$ cat src/rtl/cm_ram_arb_pkg.sv
// Shared types, constants and helpers for the RAM port arbiter.
// Request ids are carried alongside reads so the data returns to the right client.
package cm_ram_arb_pkg;

  localparam int unsigned MAX_NUM = 8;
  localparam int unsigned ID_W    = 3;
  localparam int unsigned RAM_AW  = 16;

  typedef struct packed {
    logic            vld;
    logic [ID_W-1:0] id;
  } rsp_tag_t;

  // Next round-robin position; wraps explicitly so non-power-of-two NUM is safe.
  function automatic logic [ID_W-1:0] rr_next(input logic [ID_W-1:0] ptr,
                                              input int unsigned     num);
    if (ptr >= ID_W'(num - 1)) return '0;
    return ptr + ID_W'(1);
  endfunction

endpackage

$ cat src/rtl/cm_ram_port_arbiter_if.sv
// Client request/response bus plus the RAM A-port bus of the arbiter.
// The slave modport is the arbiter; the master modport is the client/RAM side.
interface cm_ram_port_arbiter_if
  import cm_ram_arb_pkg::*;
#(
  parameter int unsigned NUM   = 4,
  parameter int unsigned DSIZE = 18,
  parameter int unsigned RSIZE = 10,
  parameter int unsigned MSIZE = 1
);

  logic [NUM-1:0]       req_vld;
  logic [NUM-1:0]       req_rdy;
  logic [NUM-1:0]       req_we;
  logic [NUM*RSIZE-1:0] req_addr;
  logic [NUM*DSIZE-1:0] req_wdata;
  logic [NUM*MSIZE-1:0] req_wmask;
  logic [NUM-1:0]       rsp_vld;
  logic [DSIZE-1:0]     rsp_data;

  logic                 ram_clka;
  logic                 ram_rsta;
  logic                 ram_ena;
  logic [RAM_AW-1:0]    ram_addra;
  logic [DSIZE-1:0]     ram_dia;
  logic [MSIZE-1:0]     ram_wea;
  logic [DSIZE-1:0]     ram_doa;

  modport slave (
    input  req_vld, req_we, req_addr, req_wdata, req_wmask, ram_doa,
    output req_rdy, rsp_vld, rsp_data,
           ram_clka, ram_rsta, ram_ena, ram_addra, ram_dia, ram_wea
  );

  modport master (
    output req_vld, req_we, req_addr, req_wdata, req_wmask, ram_doa,
    input  req_rdy, rsp_vld, rsp_data,
           ram_clka, ram_rsta, ram_ena, ram_addra, ram_dia, ram_wea
  );

endinterface

$ cat src/rtl/cm_ram_port_arbiter_rr_arbiter.sv
// Round-robin arbiter: combinational one-hot grant, search starting after the last winner.
// The pointer only moves when the grant is actually taken (adv_i).
module rr_arbiter
  import cm_ram_arb_pkg::*;
#(
  parameter int unsigned NUM = 4
) (
  input  logic            clk,
  input  logic            rst_n,
  input  logic [NUM-1:0]  req_i,
  input  logic            adv_i,
  output logic [NUM-1:0]  gnt_c_o,
  output logic [ID_W-1:0] gnt_id_c_o
);

  logic [ID_W-1:0] ptr_q;
  logic [ID_W-1:0] ptr_d;
  logic [ID_W-1:0] start_c;
  logic            found_c;

  // Two passes over constant indices: [start..NUM-1] then [0..start-1].
  always_comb begin
    start_c    = rr_next(ptr_q, NUM);
    gnt_c_o    = '0;
    gnt_id_c_o = '0;
    found_c    = 1'b0;
    for (int unsigned i = 0; i < NUM; i++) begin
      if (!found_c && req_i[i] && (ID_W'(i) >= start_c)) begin
        found_c    = 1'b1;
        gnt_c_o[i] = 1'b1;
        gnt_id_c_o = ID_W'(i);
      end
    end
    for (int unsigned i = 0; i < NUM; i++) begin
      if (!found_c && req_i[i] && (ID_W'(i) < start_c)) begin
        found_c    = 1'b1;
        gnt_c_o[i] = 1'b1;
        gnt_id_c_o = ID_W'(i);
      end
    end
  end

  always_comb begin
    ptr_d = ptr_q;
    if (adv_i && found_c) ptr_d = gnt_id_c_o;
  end

  always_ff @(posedge clk or negedge rst_n) begin
    if (!rst_n) ptr_q <= ID_W'(NUM - 1);
    else        ptr_q <= ptr_d;
  end

endmodule

$ cat src/rtl/cm_ram_port_arbiter.sv
// Shares one RAM A-port among NUM requesters with round-robin arbitration.
// Reads return through a tag pipeline matched to the RAM latency plus one output register.
module cm_ram_port_arbiter
  import cm_ram_arb_pkg::*;
#(
  parameter int unsigned NUM    = 4,
  parameter int unsigned DSIZE  = 18,
  parameter int unsigned RSIZE  = 10,
  parameter int unsigned MSIZE  = 1,
  parameter int unsigned RD_LAT = 2
) (
  input logic                  clock,
  input logic                  rst_n,
  cm_ram_port_arbiter_if.slave bus
);

  logic [NUM-1:0]    gnt_c;
  logic [ID_W-1:0]   gnt_id_c;
  logic              accept_c;
  logic              sel_we_c;
  logic [RSIZE-1:0]  sel_addr_c;
  logic [DSIZE-1:0]  sel_wdata_c;
  logic [MSIZE-1:0]  sel_wmask_c;

  logic              ena_q,   ena_d;
  logic [RAM_AW-1:0] addra_q, addra_d;
  logic [DSIZE-1:0]  dia_q,   dia_d;
  logic [MSIZE-1:0]  wea_q,   wea_d;

  rsp_tag_t          tag_q [RD_LAT+1];
  rsp_tag_t          tag_d;
  logic [NUM-1:0]    rsp_vld_q,  rsp_vld_d;
  logic [DSIZE-1:0]  rsp_data_q, rsp_data_d;

  rr_arbiter #(.NUM(NUM)) u_rr (
    .clk        (clock),
    .rst_n      (rst_n),
    .req_i      (bus.req_vld),
    .adv_i      (accept_c),
    .gnt_c_o    (gnt_c),
    .gnt_id_c_o (gnt_id_c)
  );

  assign accept_c     = |(bus.req_vld & gnt_c);
  assign bus.req_rdy  = gnt_c;
  assign bus.ram_clka = clock;
  assign bus.ram_rsta = ~rst_n;

  // One-hot grant steers the winning requester's fields.
  always_comb begin
    sel_we_c    = 1'b0;
    sel_addr_c  = '0;
    sel_wdata_c = '0;
    sel_wmask_c = '0;
    for (int unsigned i = 0; i < NUM; i++) begin
      if (gnt_c[i]) begin
        sel_we_c    = bus.req_we[i];
        sel_addr_c  = bus.req_addr[i*RSIZE +: RSIZE];
        sel_wdata_c = bus.req_wdata[i*DSIZE +: DSIZE];
        sel_wmask_c = bus.req_wmask[i*MSIZE +: MSIZE];
      end
    end
  end

  always_comb begin
    ena_d      = accept_c;
    wea_d      = (accept_c && sel_we_c) ? sel_wmask_c : '0;
    addra_d    = accept_c ? RAM_AW'(sel_addr_c) : addra_q;
    dia_d      = accept_c ? sel_wdata_c : dia_q;
    tag_d.vld  = accept_c && !sel_we_c;
    tag_d.id   = gnt_id_c;
    rsp_vld_d  = '0;
    rsp_data_d = rsp_data_q;
    if (tag_q[RD_LAT].vld) begin
      rsp_vld_d  = NUM'(1) << tag_q[RD_LAT].id;
      rsp_data_d = bus.ram_doa;
    end
  end

  // Async reset drops in-flight tags and kills ena/wea at once.
  always_ff @(posedge clock or negedge rst_n) begin
    if (!rst_n) begin
      ena_q      <= 1'b0;
      addra_q    <= '0;
      dia_q      <= '0;
      wea_q      <= '0;
      rsp_vld_q  <= '0;
      rsp_data_q <= '0;
      for (int unsigned k = 0; k <= RD_LAT; k++) tag_q[k] <= '0;
    end else begin
      ena_q      <= ena_d;
      addra_q    <= addra_d;
      dia_q      <= dia_d;
      wea_q      <= wea_d;
      rsp_vld_q  <= rsp_vld_d;
      rsp_data_q <= rsp_data_d;
      tag_q[0]   <= tag_d;
      for (int unsigned k = 1; k <= RD_LAT; k++) tag_q[k] <= tag_q[k-1];
    end
  end

  assign bus.ram_ena   = ena_q;
  assign bus.ram_addra = addra_q;
  assign bus.ram_dia   = dia_q;
  assign bus.ram_wea   = wea_q;
  assign bus.rsp_vld   = rsp_vld_q;
  assign bus.rsp_data  = rsp_data_q;

endmodule

$ cat src/flat_wrapper.sv
// flat-port wrapper written by rule: the top's interface ports become plain ports
module cm_ram_port_arbiter_flat import cm_ram_arb_pkg::*;
#(
  parameter int unsigned NUM    = 4,
  parameter int unsigned DSIZE  = 18,
  parameter int unsigned RSIZE  = 10,
  parameter int unsigned MSIZE  = 1,
  parameter int unsigned RD_LAT = 2
)
  (clock, rst_n, bus_req_vld, bus_req_we, bus_req_addr, bus_req_wdata, bus_req_wmask, bus_ram_doa, bus_req_rdy, bus_rsp_vld, bus_rsp_data, bus_ram_clka, bus_ram_rsta, bus_ram_ena, bus_ram_addra, bus_ram_dia, bus_ram_wea);
  cm_ram_port_arbiter_if #(.NUM(NUM), .DSIZE(DSIZE), .RSIZE(RSIZE), .MSIZE(MSIZE)) bus_i ();
  input logic clock;
  input logic rst_n;
  input wire logic [$bits(bus_i.req_vld)-1:0] bus_req_vld;
  input wire logic [$bits(bus_i.req_we)-1:0] bus_req_we;
  input wire logic [$bits(bus_i.req_addr)-1:0] bus_req_addr;
  input wire logic [$bits(bus_i.req_wdata)-1:0] bus_req_wdata;
  input wire logic [$bits(bus_i.req_wmask)-1:0] bus_req_wmask;
  input wire logic [$bits(bus_i.ram_doa)-1:0] bus_ram_doa;
  output wire logic [$bits(bus_i.req_rdy)-1:0] bus_req_rdy;
  output wire logic [$bits(bus_i.rsp_vld)-1:0] bus_rsp_vld;
  output wire logic [$bits(bus_i.rsp_data)-1:0] bus_rsp_data;
  output wire logic [$bits(bus_i.ram_clka)-1:0] bus_ram_clka;
  output wire logic [$bits(bus_i.ram_rsta)-1:0] bus_ram_rsta;
  output wire logic [$bits(bus_i.ram_ena)-1:0] bus_ram_ena;
  output wire logic [$bits(bus_i.ram_addra)-1:0] bus_ram_addra;
  output wire logic [$bits(bus_i.ram_dia)-1:0] bus_ram_dia;
  output wire logic [$bits(bus_i.ram_wea)-1:0] bus_ram_wea;
  assign bus_i.req_vld = bus_req_vld;
  assign bus_i.req_we = bus_req_we;
  assign bus_i.req_addr = bus_req_addr;
  assign bus_i.req_wdata = bus_req_wdata;
  assign bus_i.req_wmask = bus_req_wmask;
  assign bus_i.ram_doa = bus_ram_doa;
  assign bus_req_rdy = bus_i.req_rdy;
  assign bus_rsp_vld = bus_i.rsp_vld;
  assign bus_rsp_data = bus_i.rsp_data;
  assign bus_ram_clka = bus_i.ram_clka;
  assign bus_ram_rsta = bus_i.ram_rsta;
  assign bus_ram_ena = bus_i.ram_ena;
  assign bus_ram_addra = bus_i.ram_addra;
  assign bus_ram_dia = bus_i.ram_dia;
  assign bus_ram_wea = bus_i.ram_wea;
  cm_ram_port_arbiter #(.NUM(NUM), .DSIZE(DSIZE), .RSIZE(RSIZE), .MSIZE(MSIZE), .RD_LAT(RD_LAT)) u_core (.clock(clock), .rst_n(rst_n), .bus(bus_i));
endmodule
$ cat config.mk
export PLATFORM = sky130hd
export DESIGN_NAME = cm_ram_port_arbiter_flat
export DESIGN_NICKNAME = d
export VERILOG_FILES = /design/src/rtl/cm_ram_arb_pkg.sv /design/src/rtl/cm_ram_port_arbiter_if.sv /design/src/rtl/cm_ram_port_arbiter_rr_arbiter.sv /design/src/rtl/cm_ram_port_arbiter.sv /design/src/flat_wrapper.sv
export SDC_FILE = /design/constraint.sdc
export NUM_CORES = 1
export LEC_CHECK = 0
export ABC_AREA = 0
export CAP_MARGIN = 20
export CORE_MARGIN = 3
export CORE_UTILIZATION = 30
export DETAILED_ROUTE_END_ITERATION = 12
export GPL_ROUTABILITY_DRIVEN = 1
export PLACE_DENSITY = 0.7
export SETUP_SLACK_MARGIN = 0.1
export SLEW_MARGIN = 15
export SYNTH_ARGS = -nofsm -noshare
export SYNTH_HDL_FRONTEND = slang
export SYNTH_SLANG_ARGS = --single-unit
$ cat constraint.sdc
create_clock -name clock -period 3.76 [get_ports clock]
set_clock_uncertainty 0.2 [all_clocks]
set_input_delay 0.564 -clock clock [delete_from_list [all_inputs] [get_ports clock]]
set_output_delay 0.564 -clock clock [all_outputs]
set_load 0.1 [all_outputs]
==> run metrics <==
sequential area share after synthesis=0.512; post-synthesis xor/xnor area fraction=0; Post-CTS Setup Repair Bufs=0; Clk pwr share=0.130; I/O Buffers=201; Wirelength per Cell=17.4 microns; Synth Warn #=0; Synth Flop Type=dfrtp_1; total of max-cap violations=0; Sum Neg Setup Slack=0 ps; Int Pwr=approximately 2.5 mW; Post-Route WL=between 10000 and 15000 microns; hold slack=117 ps; share of the synthesized area in the top cell type=0.495; Hold WC Path Type=in -> async; slack of the worst reg-to-reg path=1090 ps; Core Util, Final=0.551; vias per cell=4.97; Post-Synth Adder-Cell Area=0.00811; row count=36; Sw Share=0.582; post-synth design cell area=3090 sq um; arrival time at the worst endpoint=2690 ps; DRC viols=0; slew of the pin with the lowest slew margin=1020 ps; HPWL Detailed=about 7800 microns; Cell Pwr Density=1080 nW/um^2; slowest stage delay, CP=580 ps; largest family of logic cells by synthesized area=compound AO/OA/AOI/OAI gates; WP buf/inv=3; Synth Area in Compound Gates=0.260; R2R Path Start=u_core.u_rr.ptr_q[0]$_DFFE_PN1P_; CP max stage cell=dlygate4sd2_1; global placement routability congestion=0.844; Synth area leaders=dfrtp_1, a221oi_2, mux2_2; static leakage=between 2 and 2.5 nW; Syn Area/Cell=11.3 sq um; hold buffers post-CTS=0; post-synth cell types=between 40 and 50; Tot GR Track Use=0.184; core area=9860 sq um; fin. max-slew vios=0; Post-Synth Simple-Gate Area=0.0888; status=finished clean; maximum VDD drop=a little under 0.8 mV; RSZ-0062 raised after global routing=no; leading area contributor after synthesis=dfrtp_1; Reg2Reg Capture Point=u_core.bus.ram_wea$_DFF_PN0_; ys async rst share=1.00; most used cell, CP=clkbuf_8; crit-path cells=clkbuf_8 -> clkbuf_8 -> dlygate4sd2_1; Mapped Cells=274; vias in the first global route=3336; ANT cells=0; mux contribution to synthesized area=0.0689; antenna violations before repair=0; Die Wd=between 100 and 150 microns; Net Sw Power=3.42 mW; clock transition at the registers of the reported paths=70 ps; Seq pwr share=0.206; number of flops mapped to enable cells by yosys=0; Top delay family on crit path=buffers and inverters; Crit. End Element=primary output; global-route wire length before repair=16500 microns; clock latency on the worst-skew pair=440 ps; Worst EP required=3000 ps; Worst slew margin=0.317; DRT antenna net count=0; Iteration-0 DRC Markers=100; worst-case reg-to-reg path depth=8; nature of the critical path startpoint=clock port; Yosys reg bits=63; share of cells above drive strength 1=0.167; I/O Pins=208; total congestion overflow=0; CP Class=clk -> out; pin count of the biggest net entering global routing=64; Initial DRT Pass Iterations=4; Initial Utilization=0.313; Comb power frac=0.664; area grow syn2layout=76.2%; Net count, final=620; Die Y=107 microns; full die area=11500 sq um; FILL cells=876; Max FO, Critical Path=2; Via Count=about 3000; final hold violation count=0; CTS tree=built; Final Setup Violations=0
-- final cells by class --
cell class,instances,area [sq um],share of cell area
Clock buffer,13,174,0.0320
Clock inverter,7,73.8,0.0136
Inverter,6,22.5,0.00414
Multi-Input combinational cell,182,1340,0.246
Sequential cell,63,1580,0.291
Tap cell,133,166,0.0306
Timing Repair Buffer,208,2080,0.383
-- synth_stat cells, types with 2 or more instances --
master    instances
inv_2             3
and3_1            2
clkbuf_1          8
nor2b_1           3
nand4_1           2
nand3_1           2
a221oi_2         19
dfrtp_1          61
nor3_1            2
dfstp_2           2
buf_2             9
o21ai_0           2
nand3b_1          2
nor2_1            2
inv_1             3
o22ai_1          28
nand2_1          36
buf_6             3
a221oi_1          9
ha_1              2
mux2_2           18
buf_4             7
a21oi_1          29
-- flip-flops by register name, indices dropped and copies added, names as in the netlist --
name and cells:
u_core.bus.ram_wea 1, u_core.bus.ram_ena 1, u_core.bus.rsp_data 18, u_core.bus.ram_addra 10
u_core.bus.rsp_vld 4, u_core.tag_q 9, u_core.u_rr.ptr_q 2, u_core.bus.ram_dia 18
-- stage by stage --
stage | worst slack (ps) | instance area (sq um) | instances | power (mW)
CTS | 299 | 5440 | 612 | 5.91
finish | 304 | 5440 | 612 | 5.87
global placement | 176 | 5200 | 593 | 5.20
floorplan | 459 | 3100 | 279 | 4.21
detailed placement | 176 | 5200 | 593 | 5.24
global route | 293 | 5440 | 612 | 6.12
-- repair_timing --
item	in CTS	in global routing
gates resized for setup	1	0
endpoints found under the hold margin	0	0
endpoints found under the setup margin	1	0
-- cells in the final DEF, fill, tap and decap left out, types with 2 or more instances in the layout --
master / instances
nor3_1: 2
clkdlybuf4s50_1: 194
ha_1: 2
nand3b_1: 2
nor2b_1: 3
clkbuf_8: 12
o21ai_0: 2
nand2_1: 36
nand4_1: 2
inv_2: 3
dfrtp_1: 61
conb_1: 6
inv_1: 3
mux2_2: 18
buf_4: 10
buf_12: 3
dfstp_2: 2
clkinv_4: 3
a221oi_2: 19
a221oi_1: 9
and3_1: 2
a21oi_1: 29
clkinv_2: 2
nand3_1: 2
nor2_1: 2
o22ai_1: 28
-- how the worst max path moves through the flow --
stage | to | from | cells past startpoint | slack, ps
detailed placement | bus_ram_clka | clock | 1 | 180
CTS | bus_ram_clka | clock | 3 | 300
finish | bus_ram_clka | clock | 3 | 300
global route | bus_ram_clka | clock | 3 | 290
floorplan | bus_req_rdy[2] | u_core.u_rr.ptr_q[0]$_DFFE_PN1P_ | 5 | 460
global placement | bus_ram_clka | clock | 1 | 180
-- kinds of logic (layout without fill, tap and decap cells) --
kind of cell | Yosys count | in the layout
AO/OA/AOI/OAI | 97 | 97
adder cells (fa/ha/maj) | 2 | 2
buffers and inverters | 34 | 234
flip-flops | 63 | 63
multiplexers | 19 | 19
other | 1 | 6
AND/OR/NAND/NOR | 58 | 58
-- power by group through the flow --
stage / Clock [mW] / Sequential (mW) / Combinational [mW]
floorplan: 0.100 / 3.12 / 0.996
global placement: 0.104 / 1.21 / 3.89
detailed placement: 0.104 / 1.22 / 3.92
CTS: 0.781 / 1.21 / 3.92
global route: 0.822 / 1.25 / 4.05
finish: 0.761 / 1.21 / 3.90
-- per-layer routing --
layer  vias to the layer above  part of all wire  global-route usage
met5                         -                 0                   0
met3                        22             0.081              0.0606
met2                       148              0.50               0.309
li1                       1424                 -                   -
met4                         0             0.023              0.0803
met1                      1447              0.40               0.214
Power figures use the tool's default switching activity.
